--- src/rtl/pc_seq.sv ---
// pc_seq: sequencing program counter feeding the program-store/decoder.
// Supports increment, absolute and carry-conditional jumps, call/return via a
// small LIFO of return addresses, and halt/resume. Illegal stack use (call on a
// full stack, return on an empty one) parks the sequencer in FAULT until reset.
module pc_seq #(
  parameter int ADDR_W      = 5,
  parameter int STACK_DEPTH = 4
) (
  input  logic                           clk,
  input  logic                           nReset,
  input  logic                           en,
  input  logic [2:0]                     op,
  input  logic                           cy,
  input  logic [ADDR_W-1:0]              target,
  input  logic                           resume,
  output logic [ADDR_W-1:0]              addr,
  output logic                           halted,
  output logic                           fault,
  output logic [$clog2(STACK_DEPTH):0]   sp,
  output logic                           stack_ovf,
  output logic                           stack_unf
);

  localparam int PTR_W = $clog2(STACK_DEPTH);
  localparam int SP_W  = PTR_W + 1;

  localparam logic [ADDR_W-1:0] ADDR_ONE = ADDR_W'(1);
  localparam logic [SP_W-1:0]   SP_ONE   = SP_W'(1);
  localparam logic [SP_W-1:0]   SP_FULL  = SP_W'(STACK_DEPTH);
  localparam logic [PTR_W-1:0]  PTR_ONE  = PTR_W'(1);

  localparam logic [2:0] OP_INC  = 3'b000;
  localparam logic [2:0] OP_JMP  = 3'b001;
  localparam logic [2:0] OP_JC   = 3'b010;
  localparam logic [2:0] OP_JNC  = 3'b011;
  localparam logic [2:0] OP_CALL = 3'b100;
  localparam logic [2:0] OP_RET  = 3'b101;
  localparam logic [2:0] OP_HALT = 3'b110;

  typedef enum logic [1:0] {
    ST_RUN   = 2'd0,
    ST_HALT  = 2'd1,
    ST_FAULT = 2'd2
  } state_t;

  state_t              state_q, state_d;
  logic [ADDR_W-1:0]   addr_q, addr_d;
  logic [SP_W-1:0]     sp_q, sp_d;
  logic                ovf_q, ovf_d;
  logic                unf_q, unf_d;
  logic [ADDR_W-1:0]   stack_q [STACK_DEPTH];

  logic                pushEn;
  logic [ADDR_W-1:0]   addrInc;
  logic [PTR_W-1:0]    pushIdx;
  logic [PTR_W-1:0]    topIdx;

  // Sequential address (wraps modulo 2^ADDR_W) doubles as the return address
  assign addrInc = addr_q + ADDR_ONE;
  // Next free slot is at sp; the top entry sits one below (sp==DEPTH wraps to DEPTH-1)
  assign pushIdx = sp_q[PTR_W-1:0];
  assign topIdx  = sp_q[PTR_W-1:0] - PTR_ONE;

  // Next-state decode: stall holds everything, FAULT is terminal until reset
  always_comb begin
    state_d = state_q;
    addr_d  = addr_q;
    sp_d    = sp_q;
    ovf_d   = ovf_q;
    unf_d   = unf_q;
    pushEn  = 1'b0;
    if (en) begin
      case (state_q)
        ST_RUN: begin
          case (op)
            OP_JMP:  addr_d = target;
            OP_JC:   addr_d = cy ? target : addrInc;
            OP_JNC:  addr_d = cy ? addrInc : target;
            OP_CALL: begin
              if (sp_q != SP_FULL) begin
                pushEn = 1'b1;
                sp_d   = sp_q + SP_ONE;
                addr_d = target;
              end else begin
                ovf_d   = 1'b1;
                state_d = ST_FAULT;
              end
            end
            OP_RET: begin
              if (sp_q != '0) begin
                addr_d = stack_q[topIdx];
                sp_d   = sp_q - SP_ONE;
              end else begin
                unf_d   = 1'b1;
                state_d = ST_FAULT;
              end
            end
            OP_HALT: state_d = ST_HALT;
            default: addr_d = addrInc;
          endcase
        end
        ST_HALT: begin
          if (resume) begin
            addr_d  = addrInc;
            state_d = ST_RUN;
          end
        end
        default: begin
        end
      endcase
    end
  end

  // State, address, stack pointer, sticky flags and return stack registers
  always_ff @(posedge clk or negedge nReset) begin
    if (!nReset) begin
      state_q <= ST_RUN;
      addr_q  <= '0;
      sp_q    <= '0;
      ovf_q   <= 1'b0;
      unf_q   <= 1'b0;
      for (int i = 0; i < STACK_DEPTH; i++) begin
        stack_q[i] <= '0;
      end
    end else begin
      state_q <= state_d;
      addr_q  <= addr_d;
      sp_q    <= sp_d;
      ovf_q   <= ovf_d;
      unf_q   <= unf_d;
      if (pushEn) begin
        stack_q[pushIdx] <= addrInc;
      end
    end
  end

  assign addr      = addr_q;
  assign halted    = (state_q == ST_HALT);
  assign fault     = (state_q == ST_FAULT);
  assign sp        = sp_q;
  assign stack_ovf = ovf_q;
  assign stack_unf = unf_q;

endmodule

--- config.mk ---
export PLATFORM = sky130hd
export DESIGN_NAME = pc_seq
export DESIGN_NICKNAME = d
export VERILOG_FILES = /design/src/rtl/pc_seq.sv
export SDC_FILE = /design/constraint.sdc
export NUM_CORES = 1
export LEC_CHECK = 0
export CELL_PAD_IN_SITES_DETAIL_PLACEMENT = 0
export CELL_PAD_IN_SITES_GLOBAL_PLACEMENT = 2
export CORE_MARGIN = 1.5
export CORE_UTILIZATION = 37
export DETAILED_ROUTE_END_ITERATION = 12
export PLACE_DENSITY_LB_ADDON = 0.1
export SLEW_MARGIN = 5
export SYNTH_ARGS = -nofsm -noshare
export SYNTH_HDL_FRONTEND = slang
export SYNTH_SLANG_ARGS = --single-unit
--- constraint.sdc ---
create_clock -name clk -period 2.2 [get_ports clk]
set_input_delay 0.44 -clock clk [delete_from_list [all_inputs] [get_ports clk]]
set_output_delay 0.44 -clock clk [all_outputs]
set_load 0.01 [all_outputs]
**After elaboration in Yosys (flattened, before gate mapping)**

Cells that the tools add are included.
W data, S select, Z words.

- Register bits: 32
- Output and inout bits: 12

- Add/subtract/negate cells: 4
- Magnitude comparators: 3
- Equal/unequal tests: 18
- Multiplexer cells: 25
- Bitwise operators: 4
- Reductions and logical operators: 10

Operators with widths:

| kind | count |
|---|---|
| $mux W5 | 8 |
| $pmux W5 S6 | 1 |
| $bwmux W20 | 1 |
| $ne A3 B3 Y1 const B | 5 |
| $reduce_and A6 Y1 | 2 |
| $bmux W5 S2 | 1 |
| $demux W5 S2 | 1 |
| $pmux W5 S2 | 1 |
| $eq A3 B3 Y1 const B | 3 |
| $ne A2 B2 Y1 const B | 4 |
| $reduce_and A4 Y1 | 2 |
| $eq A3 B2 Y1 const B | 2 |
| $ge A3 B3 Y1 const B | 2 |
| $mux W2 | 3 |
| $mux W3 | 2 |
| $not A2 Y3 | 2 |
| $pmux W2 S3 | 1 |
| $pmux W3 S2 | 1 |
| $add A5 B1 Y5 const B | 1 |
| $reduce_and A5 Y1 | 1 |
| $mux W1 | 4 |
| $ne A4 B2 Y1 const B | 1 |
| $pmux W2 S2 | 1 |
| $reduce_bool A2 Y1 | 2 |
| other kinds (11) | 12 |

**Longest topological paths before layout**

- Word-level depth: 8
- Mapped depth: 8
- Mapped depth without buffers: 7

**Worst setup path after synthesis**

No wires, ideal clock.

- Path kind: register to register
- From: register sp_q[0], in the netlist sp[0]
- To: register addr_q[0], in the netlist addr[0]
- Arrival: 1.852 ns
- Required time: 2.066 ns
- Path slack: 0.214 ns
- Cell stages (with the launch flop): 9
- Path buffers: 1
- Path through: dfrtp_1 > buf_6 > inv_1 > ha_1 > nor4bb_1 > a31oi_1 > a32oi_4 > a311o_1 > o211ai_1

- Cells in the longest elaborated chain, start to end: 8

RTL lines:

| what | line | source |
|---|---|---|
| start: declaration | 48 | `logic [SP_W-1:0] sp_q, sp_d;` |
| start signal: assignment | 128 | `sp_q <= sp_d;` |
| $sub A2 B1 Y2 | 62 | `assign topIdx = sp_q[PTR_W-1:0] - PTR_ONE;` |
| via topIdx[0] | 56 | `logic [PTR_W-1:0] topIdx;` |
| $not A2 Y3 (implied by the code) | 91 | `addr_d = stack_q[topIdx];` |
| $bmux W5 S2 | 91 |  |
| $mux W5 (implied by the code) (2 in a row) | 91 |  |
| $mux W5 | 90 | `if (sp_q != '0) begin` |
| $pmux W5 S6 | 75 | `case (op)` |
| $pmux W5 S2 | 73 | `case (state_q)` |
| end signal: assignment | 127 | `addr_q <= addr_d;` |
| end: declaration | 47 | `logic [ADDR_W-1:0] addr_q, addr_d;` |

The timed path passes the listed nets, and every way through them passes these cells. The select of a mux whose other input is x is not followed.
A chain may end at the register's enable or synchronous reset.

**Worst setup path after layout**

- From: register sp_q[1], in the netlist sp[1]
- To: register addr_q[0], in the netlist addr[0]

- Cells in the longest elaborated chain, start to end: 8

RTL lines:

| what | line |
|---|---|
| $sub A2 B1 Y2 | 62 |
| $not A2 Y3 (implied by the code) | 91 |
| $bmux W5 S2 | 91 |
| $mux W5 (implied by the code) (2 in a row) | 91 |
| $mux W5 | 90 |
| $pmux W5 S6 | 75 |
| $pmux W5 S2 | 73 |

Several ways; a longest one is shown, not always the timed one. The select of a mux whose other input is x is not followed.

==> results.sh <==
export IMPL_outcome="finished clean"
export IMPL_max_freq_mhz=496
export IMPL_post_dp_cell_area_um2=2280
export IMPL_core_area_um2=4790
export IMPL_synth_edf_count=0
export IMPL_worstMarginPinSlew_ns=0.501
export IMPL_synth_cell_types=43
export IMPL_maxSlewHeadroom_pct=66.4
export IMPL_yosysWarningCount=0
export IMPL_final_min_clock_period_ns=2.02
export IMPL_wl_per_cell_um=15.4
export IMPL_synth_area_leaders="dfrtp_1, mux2_4, mux4_2"
export IMPL_drv_slew=0
export IMPL_place_hpwl_um=2950
export IMPL_final_hold_viol_count=0
export IMPL_multi_input_area_um2=990
export IMPL_synth_ff_type="dfrtp_1"
export IMPL_path_class="register to register"
export IMPL_clkLatencyLatePin_ns=0.28
export IMPL_cp_slowest_cell="ha_1"
export IMPL_ys_seq_elements=32
export IMPL_crit_required_ns=2.35
export IMPL_stdcell_area_um2=2370
export IMPL_grt_pass1_wl_um=6510
export IMPL_synth_cells=149
export IMPL_drt_pass1_iter_count=4
export IMPL_setup_ws_ns=0.182
export IMPL_hold_path_depth=1
export IMPL_die_y_um=74.1
export IMPL_num_rows=25
export IMPL_post_route_period_util_pct=91.7
export IMPL_timing_rr_end="addr[0]"
export IMPL_cap_violations=0
export IMPL_cts_max_level=2
export IMPL_finalSetupViolCount=0
export IMPL_grt_pass1_vias=1257
export IMPL_die_area_um2=5480
export IMPL_p_clk_share_pct=16.1
export IMPL_hold_buffers=0
export IMPL_end_kind="register"
export IMPL_clock_skew_ns=0.00596
export IMPL_syn_nets=168
export IMPL_layout_commonest_cell="dfrtp_1"
export IMPL_cts_buffer_depth=2
export IMPL_path_buf_inv=1
export IMPL_cts_buffers=5
export IMPL_cp_data_arrival_time_ns=2.17
export IMPL_yosys_area_top_type_share_pct=42.9
export IMPL_drtAntennaViolNets=0
export IMPL_rsz0062_at_grt="false"
export IMPL_cpPeakStageDelay_ns=0.45
export IMPL_pwr_share_comb_pct=48.9
export IMPL_cts_root_buf="clkbuf_8"
export IMPL_grt_ovfl_total=0
export IMPL_cts_sinks=32
export IMPL_crit_family="compound AO/OA/AOI/OAI gates"
export IMPL_ios=25
export IMPL_crit_fanout=5
export IMPL_final_seq_area_um2=801
export IMPL_n_fill_cell=435
export IMPL_utilization_pct=49.6
export IMPL_via_per_inst=4.99
export IMPL_ir_drop_mv=0.567
export IMPL_cts_tree="built"
export IMPL_grt_max_degree=33
export IMPL_route_detailed_drc=0
export IMPL_power_density_nw_per_um2=1270
export IMPL_clkSlewWorstSetupHoldPaths_ns=0.07
export IMPL_initial_core_util_pct=39.0
export IMPL_r2r_slack_ns=0.18
export IMPL_dp_slack_ns=-0.00274
export IMPL_async_reset_ff_share_pct=100
export IMPL_yosys_area_top_type="dfrtp_1"
export IMPL_die_width_um=74.1
export IMPL_layout_drive_gt1_share_pct=30.7
export IMPL_antenna_found_initial=0
export IMPL_cp_start_kind="register"
export IMPL_dr_first_iter_drc_count=52
export IMPL_power_switching_share_pct=36.1
export IMPL_pwr_share_seq_pct=35.0
export IMPL_layout_common_cells="dfrtp_1, clkdlybuf4s50_1, buf_4"
export IMPL_antenna_cells=0
export IMPL_min_path_type="register to register"
export IMPL_power_leakage_nw=1.11
export IMPL_cts_resized=0
export IMPL_worstHoldStart="stack_ovf"
export IMPL_port_buffers=24
export IMPL_synth_yosys_seq_area_share_pct=42.9
export IMPL_r2r_start="sp[1]"
export IMPL_switchingPower_mw=1.08
export IMPL_post_cts_buffers=0
export IMPL_routed_wl_um=4000
export IMPL_holdPathEnd="stack_ovf"
export IMPL_synthesis_area_um2=1870
export IMPL_synth_avg_cell_area_um2=12.5
export IMPL_num_vias=1293
export IMPL_path_cells="inv_1, ha_1, mux4_2, a22oi_1, a311o_1, o211ai_1"
export IMPL_gp_congestion=0.772
export IMPL_fin_nets=211
export IMPL_p_int_mw=1.92
export IMPL_area_growth_pct=27.0
export IMPL_grt_usage_pct=16.3
export IMPL_ff2ff_path_depth=6
export IMPL_worstSetupStartpoint="sp[1]"
export IMPL_hold_ws_ns=0.466
[sequential cells by signal (all words and copies together), names as in the netlist]
register / cells
addr: 5
sp: 3
stack_ovf: 1
stack_q: 20
stack_unf: 1
state_q: 2
[synth_stat cells, types with 2 or more instances]
master	count
a31o_2	2
and2b_1	2
nor2_1	2
xor2_1	2
xnor2_1	5
a22oi_1	2
mux4_2	5
inv_1	7
buf_2	2
and3_1	2
ha_1	5
nand2_1	13
mux2_4	12
nor3_1	2
nor2b_1	2
dfrtp_1	32
a21oi_1	5
nand3_1	2
nand2_4	3
mux2_2	4
a31oi_1	3
buf_6	3
o21ai_0	9
a22o_1	4
[kinds of logic (layout without fill, tap and decap cells)]
group / Yosys count / in the layout / share of synthesized area [%]
multiplexers: 21 / 21 / 18.1
buffers and inverters: 13 / 56 / 4.15
flip-flops: 32 / 32 / 42.9
adder cells (fa/ha/maj): 6 / 6 / 4.42
AND/OR/NAND/NOR: 35 / 35 / 12.1
XOR/XNOR: 7 / 7 / 3.28
AO/OA/AOI/OAI: 35 / 35 / 15.1
[per-stage QoR]
step	instances	TNS, ns	total power [mW]
2_1_floorplan	149	0	1.99
3_3_place_gp	252	0	2.52
3_5_place_dp	252	-0.00274	2.53
4_1_cts	259	0	3.04
5_1_grt	259	0	3.22
6_report	259	0	3.01
[layout make-up]
cell class	instances	share of cell area (%)
tap	67	3.53
multi-input combinational	104	41.7
timing repair buffer	42	15.8
sequential	32	33.8
clock buffer	7	4.06
inverter	7	1.11
[power by group through the flow]
stage	Sequential [mW]	Clock, mW	Combinational [mW]
2_1_floorplan	1.04	0	0.948
3_3_place_gp	1.05	0	1.46
3_5_place_dp	1.06	0	1.47
4_1_cts	1.05	0.500	1.48
5_1_grt	1.09	0.525	1.60
6_report	1.05	0.486	1.47
[worst max-delay path by stage]
stage               cells after the start       to  slack [ns]
finish                                  6  addr[0]        0.18
global route                            6  addr[0]        0.05
CTS                                     6  addr[0]        0.18
detailed placement                      7  addr[3]      -0.003
global placement                        8  addr[0]        0.02
floorplan                               8  addr[0]        0.21
[per-layer routing]
metal  part of all wire [%]  up-vias  global-route usage [%]
li1                       -      633                       -
met4                   0.78        0                    4.94
met3                    3.1        4                    4.07
met1                     52      633                    23.9
met2                     44       23                    23.7
met5                      0        -                       0
[worst register-to-register path, delay by kind of cell, from the launching register on]
family                   cells  cell delay, ns
AO/OA/AOI/OAI                3            0.52
adder cells (fa/ha/maj)      1            0.45
buffers and inverters        1            0.12
flip-flops                   1            0.42
multiplexers                 1            0.39
(Power assumes the default switching activity.)
